===== config.mk =====
export PLATFORM = sky130hd
export DESIGN_NAME = alu_result_latch
export DESIGN_NICKNAME = d
export VERILOG_FILES = /design/src/rtl/alu_result_latch.sv
export SDC_FILE = /design/constraint.sdc
export NUM_CORES = 1
export LEC_CHECK = 0
export CORE_UTILIZATION = 30
export CTS_BUF_LIST = sky130_fd_sc_hd__clkbuf_8
export CTS_CLUSTER_SIZE = 28
export DETAILED_ROUTE_END_ITERATION = 6
export SYNTH_ARGS = -nofsm -noshare
export SYNTH_HDL_FRONTEND = slang
export SYNTH_SLANG_ARGS = --single-unit

===== constraint.sdc =====
create_clock -name clk -period 2.71 [get_ports clk]
set_input_delay 0.813 -clock clk [delete_from_list [all_inputs] [get_ports clk]]
set_output_delay 0.813 -clock clk [all_outputs]
set_load 0.01 [all_outputs]

===== src/rtl/alu_result_latch.sv =====
// Two-entry result/flag buffer behind a 16-bit ALU built from four 4-bit slices.
// Optional macro ALU_LATCH_PARITY_EN adds a per-entry parity flag on flag_p.
module alu_result_latch (
  input  logic        clk,
  input  logic        nreset,
  input  logic [15:0] f_in,
  input  logic        cn4_b,
  input  logic        aeb_in,
  input  logic        a_msb,
  input  logic        b_msb,
  input  logic        op_sub,
  input  logic        in_valid,
  output logic        in_ready,
  input  logic        flush,
  output logic        out_valid,
  input  logic        out_ready,
  output logic [15:0] result,
  output logic        flag_c,
  output logic        flag_z,
  output logic        flag_n,
  output logic        flag_v,
  output logic        flag_eq,
  output logic        flag_p
);

  typedef struct packed {
    logic [15:0] data;
    logic        c;
    logic        z;
    logic        n;
    logic        v;
    logic        eq;
`ifdef ALU_LATCH_PARITY_EN
    logic        p;
`endif
  } entry_t;

  entry_t     mem [2];
  entry_t     head_q;
  entry_t     head_next;
  entry_t     new_entry;
  logic       wr_ptr;
  logic       rd_ptr;
  logic       wr_ptr_next;
  logic       rd_ptr_next;
  logic [1:0] count;
  logic [1:0] count_next;
  logic       push;
  logic       pop;

  // Flags derived from the slice outputs at the moment of capture.
  always_comb begin
    new_entry      = '0;
    new_entry.data = f_in;
    new_entry.c    = ~cn4_b;
    new_entry.z    = (f_in == 16'h0000);
    new_entry.n    = f_in[15];
    new_entry.v    = op_sub ? ((a_msb != b_msb) && (f_in[15] != a_msb))
                            : ((a_msb == b_msb) && (f_in[15] != a_msb));
    new_entry.eq   = aeb_in;
`ifdef ALU_LATCH_PARITY_EN
    new_entry.p    = ^f_in;
`endif
  end

  assign in_ready  = (count != 2'd2);
  assign out_valid = (count != 2'd0);
  assign push      = in_valid && in_ready && !flush;
  assign pop       = out_valid && out_ready && !flush;

  always_comb begin
    count_next  = count;
    wr_ptr_next = wr_ptr;
    rd_ptr_next = rd_ptr;
    if (flush) begin
      count_next  = 2'd0;
      wr_ptr_next = 1'b0;
      rd_ptr_next = 1'b0;
    end else begin
      count_next  = count + {1'b0, push} - {1'b0, pop};
      wr_ptr_next = wr_ptr ^ push;
      rd_ptr_next = rd_ptr ^ pop;
    end
  end

  // The output register loads the upcoming head; a slot written this edge
  // is bypassed from the inputs so a lone entry appears one cycle later.
  always_comb begin
    head_next = head_q;
    if (count_next != 2'd0) begin
      if (push && (wr_ptr == rd_ptr_next))
        head_next = new_entry;
      else
        head_next = mem[rd_ptr_next];
    end
  end

  always_ff @(posedge clk or negedge nreset) begin
    if (!nreset) begin
      count  <= 2'd0;
      wr_ptr <= 1'b0;
      rd_ptr <= 1'b0;
      head_q <= '0;
      for (int i = 0; i < 2; i++)
        mem[i] <= '0;
    end else begin
      count  <= count_next;
      wr_ptr <= wr_ptr_next;
      rd_ptr <= rd_ptr_next;
      head_q <= head_next;
      if (push)
        mem[wr_ptr] <= new_entry;
    end
  end

  assign result  = head_q.data;
  assign flag_c  = head_q.c;
  assign flag_z  = head_q.z;
  assign flag_n  = head_q.n;
  assign flag_v  = head_q.v;
  assign flag_eq = head_q.eq;
`ifdef ALU_LATCH_PARITY_EN
  assign flag_p  = head_q.p;
`else
  assign flag_p  = 1'b0;
`endif

endmodule


==> summary.txt <==
IO Pins = 50
Leakage = 1.894 nW
Crit path launch type = input port
WL/cell = 14.39 µm
Pin count of the biggest net entering global routing = 65
Mean Syn Cell Area = 12.75 µm²
Clock buffer depth = 2
Final wirelength = 6420 µm
Ys Warns = 0
Most frequent cell after synthesis = dfrtp_1
Critical path peak fanout = 15
Vias = 2,038
Fin crit period = 2.636 ns
Clock skew = 0.005812 ns
Cell accounting for the most synthesized area = dfrtp_1
Worst path top cell family by delay = buffers and inverters
Layout cells sized above 1 = 31.31%
DRT Pass-1 Iters = 4
DRC = 0
Asr flop ratio synth = 100.0%
Vias per cell = 4.570
Detailed placement HPWL = 4469 µm
Number of diodes = 0
Final hold vios = 0
Final Max Tran Viols = 0
Syn Inst Count = 234
WS Path Type = in2reg
Synth top area share = 53.69%
Initial Utilization = 30.80%
Grt total ovfl = 0
CTS Root Cell = clkbuf_8
Register area share after synthesis = 53.69%
Placed cells = 421
Crit path DAT = 2.86 ns
Core area = 9684 µm²
Biggest cell delay along the critical path = 0.35 ns
Yosys reg bits = 64
CP Buf/Inv Count = 9
Slowest cell on crit path = mux2_2
DIE AREA = 10,350 µm²
Initial antenna violation count = 0
Commonest cells post-synth = 64 x dfrtp_1, 38 x mux2_2, 26 x nor2_1
Gpl congestion = 0.7134
Status = completed
First-pass GRT wire length = 10,560 µm
Top cells by area, synth = dfrtp_1 54%, mux2_2 14%, mux2i_1 7.0%
Rows = 36
Vias in the first global route = 2,133
Final ANT Viol Nets = 0
CTS tree = built
Clock insertion delay at the later pin of the skew report = 0.33 ns
Die span in y = 101.7 µm
Layout Cells excl Fill = 446
Critical path, cell by cell = dlygate4sd2_1, nand3b_1, buf_4, buf_4, buf_4, buf_4, buf_4, buf_4, inv_1, ha_1, buf_12, mux2_2
Clock sinks = 64
Synthesized Nets = 264
Count of input and output buffers = 48
Die width = 101.7 µm
F_max = 379.4 MHz
Unrepaired setup endpoints after global routing = false
CP dominant cell by count = buf_4
Mapped Area = 2983 µm²
Crit path required time = 2.93 ns
H-tree levels = 3
Area growth, synth to finish = 35.99%
Max_cap viols = 0
Hold Crit Class = in2async
GRT Total Usage = 13.65%
Fin nets = 338
Yosys cell types = 29
EDFF count, synth = 0
Finish-stage setup viols = 0
Crit share post-route = 97.27%
Clk slew on worst S/H paths = 0.07 ns
Design Power = 0.003805 W
Ys flop type = dfrtp_1
IR drop worst, VDD = 0.4865 mV
PwrDens = 938.1 nW/µm²
Setup crit end kind = flip-flop
Drt first-iter violations = 68
Fillers = 933
Num CTS Buffers = 9
-- cell families (layout without fill, tap and decap cells) --
group,Yosys count,count (layout),synth area share (%)
buf+inv,37,116,5.788
mux,59,59,21.39
compound gates,26,26,9.354
other cells,1,1,0.1257
simple gates,39,39,6.334
fa+ha+maj,4,4,1.678
flops,64,64,53.69
xor+xnor,4,4,1.636
-- stage by stage --
| step | worst slack (ns) | setup TNS (ns) | hold slack (ns) | area, µm² | util (%) |
|---|---|---|---|---|---|
| after detailed placement | -0.5655 | -10.98 | 0.4925 | 3745 | 38.67 |
| after global routing | 0.01350 | 0 | 0.5027 | 4056 | 41.89 |
| final | 0.07407 | 0 | 0.4791 | 4056 | 41.89 |
| after floorplan | 0.01076 | 0 | 0.4750 | 2983 | - |
| after CTS | 0.1064 | 0 | 0.4900 | 4049 | 41.81 |
| after global placement | -0.4875 | -9.421 | 0.4844 | 3745 | 38.67 |
-- per-layer routing --
layer | vias up | wire length [µm] | track usage (%)
met5 | - | 0 | 0
met4 | 0 | 65 | 4.571
met3 | 7 | 215 | 3.520
met2 | 38 | 3094 | 22.30
met1 | 1032 | 3044 | 17.61
li1 | 961 | - | -
-- worst reg2reg max path: stages (launching register included) --
cell      delay, ns
dfrtp_1        0.39
nand2b_1       0.14
nand3b_1       0.12
buf_4          0.16
buf_4          0.12
buf_4          0.12
buf_4          0.12
buf_4          0.12
buf_4          0.14
inv_1          0.07
ha_1           0.21
buf_12         0.18
mux2_2         0.35
-- final timing paths --
kind	from	to	slack, ns	cells past startpoint
max	flush	mem[35]	0.07	12
min	nreset	mem[39]	0.48	2
max reg2reg	count[0]	mem[35]	0.35	12
min reg2reg	mem[37]	mem[37]	0.50	1
max in group asynchronous	nreset	count[1]	1.95	2
min in group clk	mem[37]	mem[37]	0.50	1
-- flip-flops by register name (all words and copies together) (netlist names) --
name and flops:
rd_ptr 1, wr_ptr 1, flag_v 1, mem 40, flag_z 1, count 2, flag_c 1, result 16
flag_eq 1
-- cell type report --
cell class / instances / area (µm²) / share of cell area (%)
timing repair buffer: 77 / 738.2 / 18.20
clock inverter: 6 / 76.32 / 1.882
tap: 133 / 166.4 / 4.102
inverter: 23 / 86.33 / 2.128
multi-input combinational: 133 / 1250 / 30.81
sequential: 64 / 1602 / 39.48
clock buffer: 10 / 137.6 / 3.393
-- power breakdown --
group / switching [W] / internal [W] / total (W) / leakage, nW
Sequential: 0.000210 / 0.00133 / 0.00154 / 0.757
Combinational: 0.000577 / 0.000816 / 0.00139 / 1.02
Clock: 0.000341 / 0.000532 / 0.000873 / 0.120
-- placed cells by master, fill, tap and decap left out, types with 3 or more instances in the layout --
cell	instances
dfrtp_1	64
clkdlybuf4s50_1	44
mux2_2	38
nor2_1	26
inv_1	26
buf_4	23
mux2i_1	20
a221oi_2	12
clkbuf_8	10
a221oi_1	6
nor2b_1	4
nor4_1	4
ha_1	3
dlygate4sd2_1	3
buf_6	3
buf_12	3
-- timing repair --
action | 4_1_cts | 5_1_grt
endpoints found under the setup margin | 20 | 20
gates resized for setup | 9 | 1
hold buffers | 0 | 0
buffers inserted | 9 | 0
pin swaps | 8 | 0
(Power assumes the default switching activity.)
